### src/rtl/alu_result_buffer.sv
// alu_result_buffer
//   Buffers ALU results in completion order until the writeback stage takes
//   them. Each entry holds {data, destination register, error flag}.
//
//   Optional feature (macro ALU_RESULT_BYPASS_EN): when the buffer is empty,
//   an incoming result is presented on wb_* in the same cycle. If writeback
//   takes it in that cycle, it is never written into the buffer.
//
// Ports
//   clk       rising-edge clock
//   rst       asynchronous active-high reset
//   clean     synchronous flush of all buffered results (beats push/pop)
//   in_valid  ALU result strobe
//   numC      ALU result data (64 bits)
//   in_reg    destination register index
//   in_err    invalid-function-select flag for this result
//   in_ready  buffer can accept a result this cycle
//   wb_valid  head entry available for writeback
//   wb_data   head entry data (0 when wb_valid is 0)
//   wb_reg    head entry destination index (0 when wb_valid is 0)
//   wb_err    head entry error flag (0 when wb_valid is 0)
//   wb_ready  writeback accepts the head entry this cycle
//   count     number of occupied entries
module alu_result_buffer #(
  parameter int DEPTH = 4,
  parameter int REG_W = 5
) (
  input  logic                     clk,
  input  logic                     rst,
  input  logic                     clean,
  input  logic                     in_valid,
  input  logic [63:0]              numC,
  input  logic [REG_W-1:0]         in_reg,
  input  logic                     in_err,
  output logic                     in_ready,
  output logic                     wb_valid,
  output logic [63:0]              wb_data,
  output logic [REG_W-1:0]         wb_reg,
  output logic                     wb_err,
  input  logic                     wb_ready,
  output logic [$clog2(DEPTH):0]   count
);

  localparam int DATA_W = 64;
  localparam int PTR_W  = $clog2(DEPTH);
  localparam int CNT_W  = PTR_W + 1;
  localparam logic [CNT_W-1:0] FULL = CNT_W'(DEPTH);

  logic [DATA_W-1:0] data_mem [DEPTH];
  logic [REG_W-1:0]  reg_mem  [DEPTH];
  logic [DEPTH-1:0]  err_mem;

  logic [PTR_W-1:0]  wr_ptr;
  logic [PTR_W-1:0]  rd_ptr;
  logic [CNT_W-1:0]  count_q;

  logic              nonempty;
  logic              push;
  logic              pop;

  assign count    = count_q;
  assign nonempty = (count_q != '0);

  // A full buffer still accepts when the head leaves in the same cycle.
  assign in_ready = (count_q != FULL) || wb_ready;

`ifdef ALU_RESULT_BYPASS_EN
  logic bypass_act;
  logic bypass_take;

  // rst gates the bypass so outputs read zero for the whole reset window.
  assign bypass_act  = !rst && !nonempty && in_valid && !clean;
  assign bypass_take = bypass_act && wb_ready;
  assign push        = in_valid && in_ready && !clean && !bypass_take;
  assign wb_valid    = nonempty || bypass_act;
`else
  assign push        = in_valid && in_ready && !clean;
  assign wb_valid    = nonempty;
`endif

  // Only a real buffered head is popped; a bypassed result never entered.
  assign pop = nonempty && wb_ready && !clean;

  // Control state: pointers and occupancy.
  always_ff @(posedge clk or posedge rst) begin
    if (rst) begin
      wr_ptr  <= '0;
      rd_ptr  <= '0;
      count_q <= '0;
    end else if (clean) begin
      wr_ptr  <= '0;
      rd_ptr  <= '0;
      count_q <= '0;
    end else begin
      if (push) begin
        wr_ptr <= wr_ptr + PTR_W'(1);
      end
      if (pop) begin
        rd_ptr <= rd_ptr + PTR_W'(1);
      end
      case ({push, pop})
        2'b10:   count_q <= count_q + CNT_W'(1);
        2'b01:   count_q <= count_q - CNT_W'(1);
        default: count_q <= count_q;
      endcase
    end
  end

  // Entry storage: data only, no reset needed since reads are masked by count.
  always_ff @(posedge clk) begin
    if (push) begin
      data_mem[wr_ptr] <= numC;
      reg_mem[wr_ptr]  <= in_reg;
      err_mem[wr_ptr]  <= in_err;
    end
  end

  // Head presentation; zero whenever nothing is valid.
  always_comb begin
    wb_data = '0;
    wb_reg  = '0;
    wb_err  = 1'b0;
    if (nonempty) begin
      wb_data = data_mem[rd_ptr];
      wb_reg  = reg_mem[rd_ptr];
      wb_err  = err_mem[rd_ptr];
    end
`ifdef ALU_RESULT_BYPASS_EN
    else if (bypass_act) begin
      wb_data = numC;
      wb_reg  = in_reg;
      wb_err  = in_err;
    end
`endif
  end

endmodule
### config.mk
export PLATFORM = sky130hd
export DESIGN_NAME = alu_result_buffer
export DESIGN_NICKNAME = d
export VERILOG_FILES = /design/src/rtl/alu_result_buffer.sv
export SDC_FILE = /design/constraint.sdc
export NUM_CORES = 1
export LEC_CHECK = 0
export CORE_UTILIZATION = 55
export CTS_CLUSTER_DIAMETER = 100
export DETAILED_ROUTE_END_ITERATION = 10
export PLACE_DENSITY = 0.8
export SYNTH_ARGS = -nofsm -noshare
export SYNTH_HDL_FRONTEND = slang
export SYNTH_SLANG_ARGS = --single-unit
### constraint.sdc
create_clock -name clk -period 3.95 [get_ports clk]
set_input_delay 0.79 -clock clk [delete_from_list [all_inputs] [get_ports clk]]
set_output_delay 0.79 -clock clk [all_outputs]
set_load 0.1 [all_outputs]
==> flow_metrics.py, run 1 <==
metrics = {
    "run_status": {
        "run_status": "finished clean",
    },
    "worst_setup_path": {
        "worst_r2r_path_depth": 6,
        "worstPathMaxFanout": 71,
        "startpoint_type": "register",
        "reg2reg_slack_ns": 1.56,
        "cp.required_ns": 3.16,
        "critical_path.reg2reg.startpoint": "count[0]$_DFFE_PP0P_",
        "critical_path_class": "reg2out",
        "r2r_end": "count[2]$_DFFE_PP0P_",
        "cp-end-kind": "output port",
        "cp_data_arrival_time_ns": 2.68,
    },
    "clock_network": {
        "cts_made_buffers": 27,
        "clk_latency_ns": 0.53,
        "post_cts_resized": 0,
        "cts_htree_levels": 1,
        "numClockSinks": 287,
        "post_cts.repair.setup_buffers": 0,
        "tritoncts_clock_tree": "built",
        "clock_tree_buffer_depth": 3,
        "holdBufCountCts": 0,
        "cts_root_buffer": "sky130_fd_sc_hd__clkbuf_16",
        "cts.clk_slew.worst_paths_ns": 0.06,
    },
    "floorplanning": {
        "die_width_um": 144.3,
        "initial_utilization_pct": 56.67,
        "floorplan.die_area_mm2": 0.02082,
        "io-pin-count": 150,
        "height_of_the_chip_um": 144.3,
        "rows": 51,
        "core_area_mm2": 0.01965,
    },
    "timing": {
        "fin_setup_tns_ns": 0,
        "whs_ns": 0.5062,
        "max_clock_freq_ghz": 0.2885,
        "slew_headroom_pct": 24.69,
        "clock_skew_ns": 0.01746,
        "period_share_pct": 87.75,
        "timing_hold_violations_final": 0,
        "rsz0062_at_grt": "no",
        "finalSetupViolations": 0,
        "slew_violations": 0,
        "final.min_clock_period_ns": 3.466,
        "max_slew.worst_pin.slew_ns": 1.130,
    },
    "cells_and_area": {
        "layout-drive-gt1-share_pct": 28.55,
        "area.growth.synth_to_final_pct": 21.57,
        "final_nets": 747,
    },
    "synth": {
        "synth-seq-area-share_pct": 77.07,
        "synthTopCellsByArea": "sky130_fd_sc_hd__edfxtp_1, sky130_fd_sc_hd__mux4_2, sky130_fd_sc_hd__and2_1",
        "synth_cells": 508,
        "postSynthNetCount": 588,
        "synth_area_leader_cell": "sky130_fd_sc_hd__edfxtp_1",
        "syn_area_mm2": 0.01114,
        "syn_avg_cell_area_um2": 21.92,
        "synth_warnings": 0,
        "total_of_flip_flops_plus_latches_after_synthesis": 287,
        "synth_largest_type_area_fraction_pct": 75.50,
        "yosysUniqueCellTypes": 31,
    },
    "pwr": {
        "power.net_switching_mw": 2.183,
        "cellLeakagePower_nw": 4.469,
        "total_internal_power_mw": 5.176,
        "power.sequential.fraction_pct": 47.3,
        "power-per-cell-area_mw_per_mm2": 543.6,
        "sw_share_pct": 29.66,
        "clockPowerShare_pct": 31.4,
        "power.share.combinational_pct": 21.3,
        "total_power_mw": 7.359,
        "maximum_vdd_ir_drop_mv": 0.4136,
    },
    "route": {
        "route.top_layer_used": "met4",
        "detailedRoute.firstIterationViolations": 366,
        "detail-route-antenna-nets": 0,
        "wire_per_inst_um": 21.65,
        "detailroute.via_count": 5251,
        "via_cell_ratio": 5.533,
        "met2_length_um": 10620,
        "drtPass1Iterations": 4,
        "drt-total-wl_um": 20540,
        "drc_errors": 0,
        "met3RoutedLength_um": 1342,
        "met1Wirelength_um": 8258,
    },
    "global_routing": {
        "first_global_vias": 5551,
        "maximum_number_of_pins_on_one_net_before_global_route_repair": 72,
        "grt_pass1_wl_um": 31460,
        "number_of_antenna_violations_at_the_first_check_in_global_routing": 1,
        "grt_util_all_layers_pct": 20.81,
        "globalRoute.totalOverflow": 0,
    },
    "placement": {
        "globalplace.congestion": 0.8230,
        "port_buffer_cells": 149,
        "place_hpwl_um": 12730,
    },
    "job": {
        "max_capacitance_violation_count": 0,
    },
    "min_path": {
        "worst_hold_path_type": "in2async",
    },
}
==> cell type report <==
class	instances	area, um^2
flip-flops and latches	287	8591
repair buffers	160	1469
well taps	265	331.6
inverters	7	26.28
clock inverters	13	88.84
multi-input cells	184	2336
diodes	1	2.502
fillers	1239	6115
clock buffers	32	694.4
==> critical path, stage by stage (launching register included) <==
cell and delay, ns:
sky130_fd_sc_hd__dfrtp_1 0.50, sky130_fd_sc_hd__or3_2 1.01, sky130_fd_sc_hd__and2_1 0.37, sky130_fd_sc_hd__buf_4 0.24
==> power by group through the flow <==
stage / clock network, mW / logic (mW) / registers (mW)
finish: 2.31 / 1.57 / 3.48
global route: 2.47 / 1.63 / 3.49
CTS: 2.36 / 1.58 / 3.48
detailed placement: 0 / 1.58 / 3.55
global placement: 0 / 1.56 / 3.54
floorplan: 0 / 1.22 / 3.53
==> synthesized netlist by cell type (all sizes together) <==
library cell,instances
edfxtp,280
and2,74
mux4,70
buf,22
clkbuf,8
dfrtp,7
inv,7
nor2,5
ha,4
nand3,4
a21oi,3
xor2,3
nand2,2
nor3,2
o2111ai,2
o21ai,2
or3,2
a211oi,1
a31oi,1
fa,1
nor4b,1
o211ai,1
o21bai,1
o311ai,1
o31ai,1
or2,1
or3b,1
xnor2,1
==> metrics by stage <==
| stage | std cells | util, % | worst slack [ns] | cell area [um^2] |
|---|---|---|---|---|
| 4_1_cts | 948 | 68.88 | 0.4377 | 13540 |
| 2_1_floorplan | 508 | - | 0.2699 | 11140 |
| 5_1_grt | 948 | 68.88 | 0.3108 | 13540 |
| 3_5_place_dp | 903 | 64.89 | 0.7349 | 12750 |
| 3_3_place_gp | 903 | 64.89 | 0.8496 | 12750 |
| 6_report | 949 | 68.89 | 0.4840 | 13540 |
==> how the worst max path moves through the flow <==
stage | start | end | slack (ns) | cells past startpoint
CTS | rd_ptr[0]$_DFFE_PP0P_ | wb_err | 0.44 | 4
floorplan | count[0]$_DFFE_PP0P_ | data_mem[2][0]$_DFFE_PP_ | 0.27 | 4
global placement | wb_ready | in_ready | 0.85 | 4
detailed placement | in_valid | data_mem[2][6]$_DFFE_PP_ | 0.73 | 5
global route | count[0]$_DFFE_PP0P_ | wb_data[54] | 0.31 | 3
finish | count[0]$_DFFE_PP0P_ | wb_data[54] | 0.48 | 3
==> cell usage in the layout, fill, tap and decap left out, drive strengths merged <==
master         Yosys  routed
o21ai              2       2
nor3               2       2
xnor2              1       1
nand3              4       4
o21bai             1       1
o2111ai            2       2
clkdlybuf4s50      0      77
nor2               5       5
o31ai              1       1
mux4              70      70
and2              74      74
inv                7       8
a21oi              3       3
a211oi             1       1
o311ai             1       1
or2                1       1
buf               22      83
nand2              2       2
diode              0       1
edfxtp           280     280
or3b               1       1
nor4b              1       1
clkinv             0      10
a31oi              1       1
o211ai             1       1
dfrtp              7       7
clkbuf             8      32
fa                 1       1
xor2               3       3
or3                2       2
ha                 4       4
clkinvlp           0       1
bufinv             0       1
==> metal layers <==
metal	global-route usage (%)	vias up
met3	4.536	24
met1	27.19	2677
li1	-	2364
met2	35.60	186
met5	0	-
met4	5.540	0
==> flip-flops by register name, indices dropped and copies added, names as in the netlist <==
| signal | flops |
|---|---|
| rd_ptr | 2 |
| data_mem | 256 |
| wr_ptr | 2 |
| count | 3 |
| reg_mem | 20 |
| err_mem | 4 |
==> cell families (layout without fill, tap and decap cells) <==
| family | Yosys count | in the layout | synth area share, % |
|---|---|---|---|
| AO/OA/AOI/OAI | 13 | 13 | 0.7866 |
| XOR/XNOR | 4 | 4 | 0.3146 |
| adder cells (fa/ha/maj) | 5 | 5 | 0.6292 |
| buffers and inverters | 37 | 212 | 2.056 |
| flip-flops | 287 | 287 | 77.07 |
| multiplexers | 70 | 70 | 14.16 |
| other | 0 | 1 | 0 |
| AND/OR/NAND/NOR | 92 | 92 | 4.988 |
No activity file was read; power rests on OpenSTA's default activity.
==> inputs of run 2 (changes only) <==
--- a/config.mk
+++ b/config.mk
@@ -8,6 +8,7 @@
 export CORE_UTILIZATION = 55
 export CTS_CLUSTER_DIAMETER = 100
 export DETAILED_ROUTE_END_ITERATION = 10
+export MAX_ROUTING_LAYER = met4
 export PLACE_DENSITY = 0.8
 export SYNTH_ARGS = -nofsm -noshare
 export SYNTH_HDL_FRONTEND = slang
==> flow_metrics.py, run 2 (same netlist as run 1, synthesis figures left out) <==
metrics = {
    "placement": {
        "place_worst_setup_slack_ns": 0.7349,
        "port_buffer_cells": 149,
        "place_hpwl_um": 12730,
        "globalplace.congestion": 0.8354,
    },
    "global_routing": {
        "first_global_vias": 5559,
        "maximum_number_of_pins_on_one_net_before_global_route_repair": 72,
        "number_of_antenna_violations_at_the_first_check_in_global_routing": 1,
        "grt_pass1_wl_um": 31410,
        "grt_util_all_layers_pct": 21.44,
        "globalRoute.totalOverflow": 0,
    },
    "clock_network": {
        "holdBufCountCts": 0,
        "cts.clk_slew.worst_paths_ns": 0.06,
        "tritoncts_clock_tree": "built",
        "clock_tree_buffer_depth": 3,
        "post_cts_resized": 0,
        "post_cts.repair.setup_buffers": 0,
        "clk_latency_ns": 0.53,
        "cts_htree_levels": 1,
        "cts_made_buffers": 27,
        "cts_root_buffer": "sky130_fd_sc_hd__clkbuf_16",
        "numClockSinks": 287,
    },
    "pwr": {
        "cellLeakagePower_nw": 4.469,
        "power-per-cell-area_mw_per_mm2": 543.6,
        "total_power_mw": 7.360,
        "maximum_vdd_ir_drop_mv": 0.4165,
    },
    "cells_and_area": {
        "largest_register_ffs": 256,
        "layout.filler_cells": 1239,
        "max_flop_register": "data_mem",
        "final_nets": 747,
        "most_frequent_cells_in_the_layout": "sky130_fd_sc_hd__edfxtp_1, sky130_fd_sc_hd__clkdlybuf4s50_1, sky130_fd_sc_hd__buf_4",
        "layout-drive-gt1-share_pct": 28.55,
        "final_common_cell": "sky130_fd_sc_hd__edfxtp_1",
        "area.growth.synth_to_final_pct": 21.57,
        "largest_registers": "data_mem: 256 flops, reg_mem: 20 flops, err_mem: 4 flops",
        "post-route-util_pct": 68.89,
    },
    "route": {
        "drtPass1Iterations": 5,
        "detail-route-antenna-nets": 0,
        "detailroute.via_count": 5292,
        "drt-total-wl_um": 20560,
        "wire_per_inst_um": 21.66,
        "via_cell_ratio": 5.576,
        "drc_errors": 0,
        "detailedRoute.firstIterationViolations": 363,
    },
    "worst_setup_path": {
        "critical_path.reg2reg.startpoint": "count[0]$_DFFE_PP0P_",
        "cp.required_ns": 3.16,
        "cp_data_arrival_time_ns": 2.68,
        "crit_path_start": "count[0]$_DFFE_PP0P_",
        "startpoint_type": "register",
        "cp_slowest_stage_delay_ns": 1.00,
        "slowest_stage_cell_cp": "sky130_fd_sc_hd__or3_2",
        "cp-end-kind": "output port",
        "critical_path_class": "reg2out",
        "critPathTopFamily": "simple AND/OR/NAND/NOR gates",
        "critPathBufInv": 1,
        "worstPathMaxFanout": 71,
        "cp_cell_sequence": "or3_2 -> and2_1 -> buf_4",
    },
    "timing": {
        "finalSetupViolations": 0,
        "fin_ws_ns": 0.4819,
        "final.min_clock_period_ns": 3.468,
        "clock_skew_ns": 0.02053,
        "whs_ns": 0.5037,
        "rsz0062_at_grt": "no",
        "period_share_pct": 87.80,
        "max_slew.worst_pin.slew_ns": 1.119,
        "max_clock_freq_ghz": 0.2883,
        "slew_headroom_pct": 25.37,
        "fin_setup_tns_ns": 0,
        "timing_hold_violations_final": 0,
        "slew_violations": 0,
    },
    "floorplanning": {
        "rows": 51,
        "floorplan.die_area_mm2": 0.02082,
        "core_area_mm2": 0.01965,
        "initial_utilization_pct": 56.67,
        "height_of_the_chip_um": 144.3,
        "die_width_um": 144.3,
        "io-pin-count": 150,
    },
    "job": {
        "max_capacitance_violation_count": 0,
    },
    "run_status": {
        "run_status": "finished clean",
    },
    "min_path": {
        "worst_hold_path_type": "in2async",
    },
}
run 2: worst paths after layout:
| kind | to | cells after the start | slack [ns] |
|---|---|---|---|
| max | wb_data[54] | 3 | 0.48 |
| min | rd_ptr[1]$_DFFE_PP0P_ | 2 | 0.50 |
| max reg2reg | count[2]$_DFFE_PP0P_ | 6 | 1.55 |
| min reg2reg | wr_ptr[0]$_DFFE_PP0P_ | 2 | 0.62 |
| max in group asynchronous | rd_ptr[0]$_DFFE_PP0P_ | 2 | 3.19 |
| min in group clk | wr_ptr[0]$_DFFE_PP0P_ | 2 | 0.62 |
run 2: layout make-up:
cell class / count / area [um^2] / share of cell area (%)
sequential: 287 / 8591 / 63.45
multi-input combinational: 184 / 2336 / 17.25
timing repair buffer: 160 / 1469 / 10.85
clock buffer: 32 / 694.4 / 5.129
tap: 265 / 331.6 / 2.449
clock inverter: 13 / 88.84 / 0.6561
inverter: 7 / 26.28 / 0.1941
antenna: 1 / 2.502 / 0.01848
run 2: metrics by stage:
| stage | cell area (um^2) | instances |
|---|---|---|
| after CTS | 13540 | 948 |
| final | 13540 | 949 |
| after detailed placement | 12750 | 903 |
| after global routing | 13540 | 949 |
| after global placement | 12750 | 903 |
| after floorplan | 11140 | 508 |
run 2: layer usage:
metal	vias up	wire length (um)	global-route usage (%)
met3	29	1352	4.371
met4	0	330	5.540
li1	2363	-	-
met5	-	0	-
met2	187	10640	35.58
met1	2713	8231	27.31
run 2: worst register-to-register path, stage by stage (launching register included):
cell	delay, ns
sky130_fd_sc_hd__dfrtp_1	0.51
sky130_fd_sc_hd__o31ai_1	0.41
sky130_fd_sc_hd__nor3_1	0.12
sky130_fd_sc_hd__fa_1	0.40
sky130_fd_sc_hd__or3b_1	0.40
sky130_fd_sc_hd__or3_1	0.32
sky130_fd_sc_hd__a31oi_1	0.16
run 2: power by group:
part,switching [mW],internal (mW)
Sequential,0.0534,3.43
Clock,1.01,1.31
Combinational,1.12,0.443
Total,2.18,5.18
==> inputs of run 3 (changes only) <==
--- a/config.mk
+++ b/config.mk
@@ -8,8 +8,8 @@
 export CORE_UTILIZATION = 55
 export CTS_CLUSTER_DIAMETER = 100
 export DETAILED_ROUTE_END_ITERATION = 10
-export MAX_ROUTING_LAYER = met4
 export PLACE_DENSITY = 0.8
+export SKIP_CTS_REPAIR_TIMING = 1
 export SYNTH_ARGS = -nofsm -noshare
 export SYNTH_HDL_FRONTEND = slang
 export SYNTH_SLANG_ARGS = --single-unit
==> results of run 3 <==
Final layout, timing and power as in run 1 (identical DEF).
